`config.mk`:
```
export PLATFORM = sky130hd
export DESIGN_NAME = rc4_ksa_engine_flat
export DESIGN_NICKNAME = d
export VERILOG_FILES = /design/src/rtl/rc4_pkg.sv /design/src/rtl/rc4_ksa_engine_if.sv /design/src/rtl/rc4_key_sel.sv /design/src/rtl/rc4_ksa_engine.sv /design/src/flat_wrapper.sv
export SDC_FILE = /design/constraint.sdc
export NUM_CORES = 1
export LEC_CHECK = 0
export BUFFER_PORTS_ARGS = -buffer_cell sky130_fd_sc_hd__clkbuf_2
export CAP_MARGIN = 30
export CORE_MARGIN = 4
export CORE_UTILIZATION = 49
export DETAILED_ROUTE_END_ITERATION = 7
export GPL_ROUTABILITY_DRIVEN = 0
export PLACE_DENSITY = 0.82
export SLEW_MARGIN = 25
export SYNTH_ARGS = -nofsm -noshare
export SYNTH_HDL_FRONTEND = slang
export SYNTH_SLANG_ARGS = --single-unit
```
`constraint.sdc`:
```
create_clock -name clk -period 4.1 [get_ports clk]
set_input_delay 0.205 -clock clk [delete_from_list [all_inputs] [get_ports clk]]
set_output_delay 0.205 -clock clk [all_outputs]
set_load 0.03 [all_outputs]
```
`src/rtl/rc4_pkg.sv`:
```
// Shared types and helpers for the RC4 key-scheduling engine.
package rc4_pkg;

  localparam int BYTE_W = 8;

  typedef enum logic [2:0] {
    ST_IDLE,
    ST_FILL,
    ST_RD_I,
    ST_RD_J,
    ST_WR_I,
    ST_WR_J,
    ST_FIN
  } ksa_state_e;

  // Key byte 0 sits in the most significant byte of the packed key vector.
  function automatic int key_byte_msb(input int key_max, input int idx);
    return (key_max - idx) * BYTE_W - 1;
  endfunction

endpackage

```
`src/rtl/rc4_ksa_engine_if.sv`:
```
// Single-port S-box memory bus shared between the KSA engine and the array.
interface rc4_ksa_engine_if #(
  parameter int ADDR_W = 8
) ();

  logic [ADDR_W-1:0] mem_addr;
  logic [ADDR_W-1:0] mem_wdata;
  logic [ADDR_W-1:0] mem_rdata;
  logic              mem_wen;
  logic              mem_own;

  modport master (
    output mem_addr,
    output mem_wdata,
    output mem_wen,
    output mem_own,
    input  mem_rdata
  );

  modport slave (
    input  mem_addr,
    input  mem_wdata,
    input  mem_wen,
    input  mem_own,
    output mem_rdata
  );

endinterface

```
`src/rtl/rc4_key_sel.sv`:
```
// Latched key storage plus the wrapping key-byte index k; presents key[k].
module rc4_key_sel
  import rc4_pkg::*;
#(
  parameter int  KEY_MAX = 32,
  localparam int KL_W    = $clog2(KEY_MAX + 1),
  localparam int K_W     = (KEY_MAX > 1) ? $clog2(KEY_MAX) : 1
) (
  input  logic                      clk,
  input  logic                      rst,
  input  logic                      load,
  input  logic                      advance,
  input  logic [KEY_MAX*BYTE_W-1:0] key_in,
  input  logic [KL_W-1:0]           key_len_in,
  output logic [BYTE_W-1:0]         key_byte
);

  logic [KEY_MAX*BYTE_W-1:0] key_q, key_d;
  logic [KL_W-1:0]           key_len_q, key_len_d;
  logic [K_W-1:0]            k_q, k_d;
  logic [BYTE_W-1:0]         key_bytes [KEY_MAX];

  for (genvar gi = 0; gi < KEY_MAX; gi++) begin : g_byte
    localparam int MSB = key_byte_msb(KEY_MAX, gi);
    assign key_bytes[gi] = key_q[MSB -: BYTE_W];
  end

  assign key_byte = key_bytes[k_q];

  // Wrap by compare against key_len-1 so no modulo/divider is needed.
  always_comb begin
    key_d     = key_q;
    key_len_d = key_len_q;
    k_d       = k_q;
    if (load) begin
      key_d     = key_in;
      key_len_d = key_len_in;
      k_d       = '0;
    end else if (advance) begin
      k_d = (KL_W'(k_q) == key_len_q - KL_W'(1)) ? '0 : k_q + K_W'(1);
    end
  end

  always_ff @(posedge clk) begin
    if (rst) begin
      key_q     <= '0;
      key_len_q <= '0;
      k_q       <= '0;
    end else begin
      key_q     <= key_d;
      key_len_q <= key_len_d;
      k_q       <= k_d;
    end
  end

endmodule

```
`src/rtl/rc4_ksa_engine.sv`:
```
// RC4 key-scheduling engine: optional S[i]=i fill, then 2**ADDR_W swap
// iterations over an external single-port memory with RD_LAT read latency.
module rc4_ksa_engine
  import rc4_pkg::*;
#(
  parameter int  ADDR_W  = 8,
  parameter int  KEY_MAX = 32,
  parameter int  RD_LAT  = 2,
  localparam int KL_W    = $clog2(KEY_MAX + 1),
  localparam int LAT_W   = (RD_LAT > 1) ? $clog2(RD_LAT) : 1
) (
  input  logic                      clk,
  input  logic                      rst,
  input  logic                      start,
  input  logic                      abort,
  input  logic                      init_en,
  input  logic [KEY_MAX*BYTE_W-1:0] key,
  input  logic [KL_W-1:0]           key_len,
  rc4_ksa_engine_if.master          mem,
  output logic                      busy,
  output logic                      done,
  output logic                      err,
  output logic [ADDR_W-1:0]         out_j
);

  ksa_state_e        state_q, state_d;
  logic [ADDR_W-1:0] i_q, i_d;
  logic [ADDR_W-1:0] j_q, j_d;
  logic [ADDR_W-1:0] si_q, si_d;
  logic [ADDR_W-1:0] sj_q, sj_d;
  logic [LAT_W-1:0]  lat_q, lat_d;

  logic [ADDR_W-1:0] mem_addr_q, mem_addr_d;
  logic [ADDR_W-1:0] mem_wdata_q, mem_wdata_d;
  logic              mem_wen_q, mem_wen_d;
  logic              own_q, own_d;
  logic              busy_q, busy_d;
  logic              done_q, done_d;
  logic              err_q, err_d;

  logic              start_ok;
  logic              lat_last;
  logic              i_last;
  logic              key_load;
  logic              key_adv;
  logic [BYTE_W-1:0] key_byte;

  assign start_ok = start && (key_len != '0) && (key_len <= KL_W'(KEY_MAX));
  assign lat_last = (lat_q == LAT_W'(RD_LAT - 1));
  assign i_last   = &i_q;

  rc4_key_sel #(
    .KEY_MAX (KEY_MAX)
  ) u_key_sel (
    .clk        (clk),
    .rst        (rst),
    .load       (key_load),
    .advance    (key_adv),
    .key_in     (key),
    .key_len_in (key_len),
    .key_byte   (key_byte)
  );

  always_ff @(posedge clk) begin
    if (rst) begin
      state_q <= ST_IDLE;
    end else begin
      state_q <= state_d;
    end
  end

  always_comb begin
    state_d = state_q;
    case (state_q)
      ST_IDLE: if (start_ok) state_d = init_en ? ST_FILL : ST_RD_I;
      ST_FILL: if (i_last) state_d = ST_RD_I;
      ST_RD_I: if (lat_last) state_d = ST_RD_J;
      ST_RD_J: if (lat_last) state_d = ST_WR_I;
      ST_WR_I: state_d = ST_WR_J;
      ST_WR_J: state_d = i_last ? ST_FIN : ST_RD_I;
      ST_FIN:  state_d = ST_IDLE;
      default: state_d = ST_IDLE;
    endcase
    // Cancellation wins over any pending advance.
    if (abort && (state_q != ST_IDLE)) state_d = ST_IDLE;
  end

  always_comb begin
    i_d      = i_q;
    j_d      = j_q;
    si_d     = si_q;
    sj_d     = sj_q;
    lat_d    = lat_q;
    key_load = 1'b0;
    key_adv  = 1'b0;
    case (state_q)
      ST_IDLE: begin
        if (start_ok) begin
          i_d      = '0;
          j_d      = '0;
          lat_d    = '0;
          key_load = 1'b1;
        end
      end
      ST_FILL: i_d = i_q + ADDR_W'(1);
      ST_RD_I: begin
        if (lat_last) begin
          si_d  = mem.mem_rdata;
          j_d   = j_q + mem.mem_rdata + ADDR_W'(key_byte);
          lat_d = '0;
        end else begin
          lat_d = lat_q + LAT_W'(1);
        end
      end
      ST_RD_J: begin
        if (lat_last) begin
          sj_d  = mem.mem_rdata;
          lat_d = '0;
        end else begin
          lat_d = lat_q + LAT_W'(1);
        end
      end
      ST_WR_J: begin
        i_d     = i_q + ADDR_W'(1);
        key_adv = 1'b1;
      end
      default: ;
    endcase
  end

  // Outputs are decoded from the upcoming state so the registered port
  // values line up with the cycle the FSM actually occupies that state.
  always_comb begin
    mem_addr_d  = '0;
    mem_wdata_d = '0;
    mem_wen_d   = 1'b0;
    busy_d      = 1'b0;
    done_d      = 1'b0;
    case (state_d)
      ST_FILL: begin
        mem_addr_d  = i_d;
        mem_wdata_d = i_d;
        mem_wen_d   = 1'b1;
        busy_d      = 1'b1;
      end
      ST_RD_I: begin
        mem_addr_d = i_d;
        busy_d     = 1'b1;
      end
      ST_RD_J: begin
        mem_addr_d = j_d;
        busy_d     = 1'b1;
      end
      ST_WR_I: begin
        mem_addr_d  = i_d;
        mem_wdata_d = sj_d;
        mem_wen_d   = 1'b1;
        busy_d      = 1'b1;
      end
      ST_WR_J: begin
        mem_addr_d  = j_d;
        mem_wdata_d = si_d;
        mem_wen_d   = 1'b1;
        busy_d      = 1'b1;
      end
      ST_FIN:  done_d = 1'b1;
      default: ;
    endcase
    own_d = busy_d;
    err_d = (state_q == ST_IDLE) && start && !start_ok;
  end

  always_ff @(posedge clk) begin
    if (rst) begin
      i_q         <= '0;
      j_q         <= '0;
      si_q        <= '0;
      sj_q        <= '0;
      lat_q       <= '0;
      mem_addr_q  <= '0;
      mem_wdata_q <= '0;
      mem_wen_q   <= 1'b0;
      own_q       <= 1'b0;
      busy_q      <= 1'b0;
      done_q      <= 1'b0;
      err_q       <= 1'b0;
    end else begin
      i_q         <= i_d;
      j_q         <= j_d;
      si_q        <= si_d;
      sj_q        <= sj_d;
      lat_q       <= lat_d;
      mem_addr_q  <= mem_addr_d;
      mem_wdata_q <= mem_wdata_d;
      mem_wen_q   <= mem_wen_d;
      own_q       <= own_d;
      busy_q      <= busy_d;
      done_q      <= done_d;
      err_q       <= err_d;
    end
  end

  assign mem.mem_addr  = mem_addr_q;
  assign mem.mem_wdata = mem_wdata_q;
  assign mem.mem_wen   = mem_wen_q;
  assign mem.mem_own   = own_q;
  assign busy          = busy_q;
  assign done          = done_q;
  assign err           = err_q;
  assign out_j         = j_q;

endmodule

```
`src/flat_wrapper.sv`:
```
// flat-port wrapper written by rule: the top's interface ports become plain ports
module rc4_ksa_engine_flat import rc4_pkg::*;
#(
  parameter int  ADDR_W  = 8,
  parameter int  KEY_MAX = 32,
  parameter int  RD_LAT  = 2,
  localparam int KL_W    = $clog2(KEY_MAX + 1),
  localparam int LAT_W   = (RD_LAT > 1) ? $clog2(RD_LAT) : 1
)
  (clk, rst, start, abort, init_en, key, key_len, busy, done, err, out_j, mem_mem_addr, mem_mem_wdata, mem_mem_wen, mem_mem_own, mem_mem_rdata);
  rc4_ksa_engine_if #(.ADDR_W(ADDR_W)) mem_i ();
  input  logic clk;
  input  logic rst;
  input  logic start;
  input  logic abort;
  input  logic init_en;
  input  logic [KEY_MAX*BYTE_W-1:0] key;
  input  logic [KL_W-1:0] key_len;
  output logic busy;
  output logic done;
  output logic err;
  output logic [ADDR_W-1:0] out_j;
  output wire logic [$bits(mem_i.mem_addr)-1:0] mem_mem_addr;
  output wire logic [$bits(mem_i.mem_wdata)-1:0] mem_mem_wdata;
  output wire logic [$bits(mem_i.mem_wen)-1:0] mem_mem_wen;
  output wire logic [$bits(mem_i.mem_own)-1:0] mem_mem_own;
  input wire logic [$bits(mem_i.mem_rdata)-1:0] mem_mem_rdata;
  assign mem_mem_addr = mem_i.mem_addr;
  assign mem_mem_wdata = mem_i.mem_wdata;
  assign mem_mem_wen = mem_i.mem_wen;
  assign mem_mem_own = mem_i.mem_own;
  assign mem_i.mem_rdata = mem_mem_rdata;
  rc4_ksa_engine #(.ADDR_W(ADDR_W), .KEY_MAX(KEY_MAX), .RD_LAT(RD_LAT)) u_core (.clk(clk), .rst(rst), .start(start), .abort(abort), .init_en(init_en), .key(key), .key_len(key_len), .mem(mem_i), .busy(busy), .done(done), .err(err), .out_j(out_j));
endmodule
```
==> results.ini <==
[yosys]
synth_cell_types=59
synth_warnings=0
synth-async-reset-ratio_pct=0
synth_most_common_cell=nand2_1
syn_area_um2=13900
synthCells=1583
yosysTopAreaCellShare_pct=46.1
seq_area_frac_synth_pct=46.1
ys.flop_type=dfxtp_1
ys_top_cells_by_area=dfxtp_1 46%, nand2_1 15%, mux4_2 13%
synth_top_area_cell=dfxtp_1
syn_avg_cell_area_um2=8.80
synthTopCellsByCount=548 x nand2_1, 321 x dfxtp_1, 275 x a21oi_1
ys_seq_elements=321
synth-edff-count=0
synth_nets=1875

[routing]
viasPerCell=6.13
ant_nets=0
wl_um=57500
first_iter_violations=2281
route.detailed.drc=1
drt_pre_antenna_iters=8
route.vias.total=15300
drt-wirelength-per-cell_um=23.1

[critical_path]
crit_family=multiplexers
reg2reg_to=u_core.mem.mem_addr[7]
path_buf_inv=2
crit_chain=buf_12, mux4_2, mux4_2, mux2_4, fa_1, ha_2, inv_2, fa_2, nor2b_2, o31a_1, o22ai_2, xnor2_2, xnor2_1, a22oi_2, o22ai_1
slowest_delay_ns=0.53
cp-start-kind=register
worst-setup-path-type=reg2reg
cp-end-kind=register
reg2reg_depth=15
rrSetupSlack_ns=-0.12
cp.required_ns=4.49
rr_startpoint=u_core.u_key_sel.k_q[1]
cpMostUsedCell=mux4_2
crit_slowest_cell=mux4_2
worstPathMaxFanout=40
crit_cells=15
arrival_ns=4.60

[timing]
maxSlewViolCount=0
rsz0062_at_grt=yes
tightest_slew_ns=1.04
fmax_mhz=237
setup_viol=4
hold_slack_ns=-0.00475
min_period_ns=4.22
slew_headroom_pct=30.9
setup_ws_ns=-0.116
tns_ns=-0.344
finalCritPeriodShare_pct=103
hold_viol=1
fin_skew_ns=0.0158

[power_and_ir_drop]
internal_power_mw=5.49
p_sw_mw=1.97
total_leakage_power_nw=7.69
swShare_pct=26.4
power_density_nw_per_um2=382
pwr-share-seq_pct=45.6
clock_power_share_pct=40.2
ir_drop_mv=0.273
comb_power_share_pct=14.1

[clock_tree]
clkLatencyLatePin_ns=0.52
cts_root_buf=clkbuf_16
cts_made_buffers=34
path_clk_slew_ns=0.06
clk_path_buf_depth=3
tritoncts=yes
htreeDepth=2
cts.sinks=321

[run_status]
violations=design-rule violations, negative hold slack, negative setup slack
status=complete, but fails checks

[placed_design]
io_buffer_count=303
dpl_worst_slack_ns=-0.111
placed_area_um2=15800
placedCellCount=2173
dp_hpwl_um=31700

[grt]
grt_antenna_before_repair=7
grt_pass1_vias=14900
grt_use_total_pct=35.1
grt_pass1_wl_um=84400
grt_max_degree=162
grt-ovfl-total=0

[hold_path]
hold_path_class=in2reg
worstHoldStart=key[149]
whs_endpoint=u_core.u_key_sel.key_bytes[149]
whs_path_depth=3

[layout]
stdcell_count=2493
nets=2379
stdcell_area_um2=19500
syn2layout_area_growth_pct=40.3
drive_gt1_share_pct=24.2

[die]
start_util_pct=49.9
core_um2=27900
dieArea_um2=31200
dieWidth_um=177
row_count=61
die_h_um=177
pin_count=304

[job]
cap_viol_max_count=0

## worst max path at each step
stage                                   to  slack, ns                     from
floorplan           u_core.mem.mem_addr[7]      0.001  u_core.u_key_sel.k_q[1]
global placement    u_core.mem.mem_addr[7]       0.03  u_core.u_key_sel.k_q[0]
CTS                 u_core.mem.mem_addr[7]      -0.01  u_core.u_key_sel.k_q[0]
detailed placement  u_core.mem.mem_addr[7]      -0.11  u_core.u_key_sel.k_q[0]
finish              u_core.mem.mem_addr[7]      -0.12  u_core.u_key_sel.k_q[1]
global route        u_core.mem.mem_addr[6]      -0.15  u_core.u_key_sel.k_q[0]
## layout make-up
type	count	area (um^2)
Fill cell	1826	8390
Multi-Input combinational cell	1131	7060
Sequential cell	321	6430
Timing Repair Buffer	591	4470
Clock buffer	49	988
Tap cell	378	473
Clock inverter	6	65.1
Inverter	8	30.0
Antenna cell	9	22.5
## metal layers
| metal | track usage [%] | share of wire, % | vias to the layer above |
|---|---|---|---|
| met5 | 0 | 0.030 | - |
| met4 | 23.2 | 9.1 | 2 |
| met3 | 10.8 | 13 | 451 |
| met2 | 53.4 | 44 | 1475 |
| met1 | 43.0 | 34 | 6958 |
| li1 | - | - | 6389 |
## worst reg2reg max path, cell delays in order, from the launching register on
cell and delay (ns):
dfxtp_4 0.39, buf_12 0.25, mux4_2 0.44, mux4_2 0.53, mux2_4 0.30, fa_1 0.50
ha_2 0.20, inv_2 0.05, fa_2 0.40, nor2b_2 0.16, o31a_1 0.20, o22ai_2 0.10
xnor2_2 0.15, xnor2_1 0.14, a22oi_2 0.17, o22ai_1 0.11
## metrics by stage
stage | power, mW | utilization, %
global placement | 4.18 | 56.5
detailed placement | 4.21 | 56.5
global route | 7.64 | 69.9
floorplan | 3.89 | -
CTS | 7.30 | 69.5
finish | 7.46 | 69.9
## logic make-up (layout without fill, tap and decap cells)
logic type,Yosys count,count (layout),share of synthesized area (%)
and+or+nand+nor,651,651,18.7
other,0,9,0
xor gates and xnor gates,22,22,1.38
adders and majority gates,17,17,1.96
AOI/OAI and AO/OA,335,335,13.3
muxes,106,106,14.7
buffers and inverters,131,654,3.89
DFF,321,321,46.1
## repair_timing
item / CTS / global route
endpoints found under the setup margin: 3 / 6
endpoints found under the hold margin: 246 / 1
buffers inserted: 7 / 2
hold buffers: 246 / 1
pin swaps: 3 / 8
resized for setup: 10 / 17
## cells in the final DEF, fill, tap and decap left out, types with 19 or more instances in the layout
master	instances
clkbuf_16	35
dlygate4sd3_1	247
mux2i_1	19
nand2_1	548
mux4_2	78
dfxtp_1	318
a21oi_1	274
nor2_1	45
clkbuf_2	302
buf_4	25
## power groups by stage
stage	sequential (mW)	clock (mW)	combinational (mW)
6_report	3.41	3.00	1.05
5_1_grt	3.41	3.12	1.12
4_1_cts	3.38	2.97	0.955
3_5_place_dp	3.45	0	0.760
3_3_place_gp	3.44	0	0.737
2_1_floorplan	3.40	0	0.485
## state kept, by name (all words and copies together) (netlist names), 3 cells and up
signal,cells
u_core.mem.mem_addr,8
u_core.si_q,8
u_core.state_q,3
u_core.mem.mem_wdata,8
u_core.u_key_sel.key_bytes,256
u_core.u_key_sel.key_len_q,6
u_core.u_key_sel.k_q,5
u_core.sj_q,6
u_core.out_j,8
u_core.i_q,8
No activity file was read; power rests on OpenSTA's default activity.
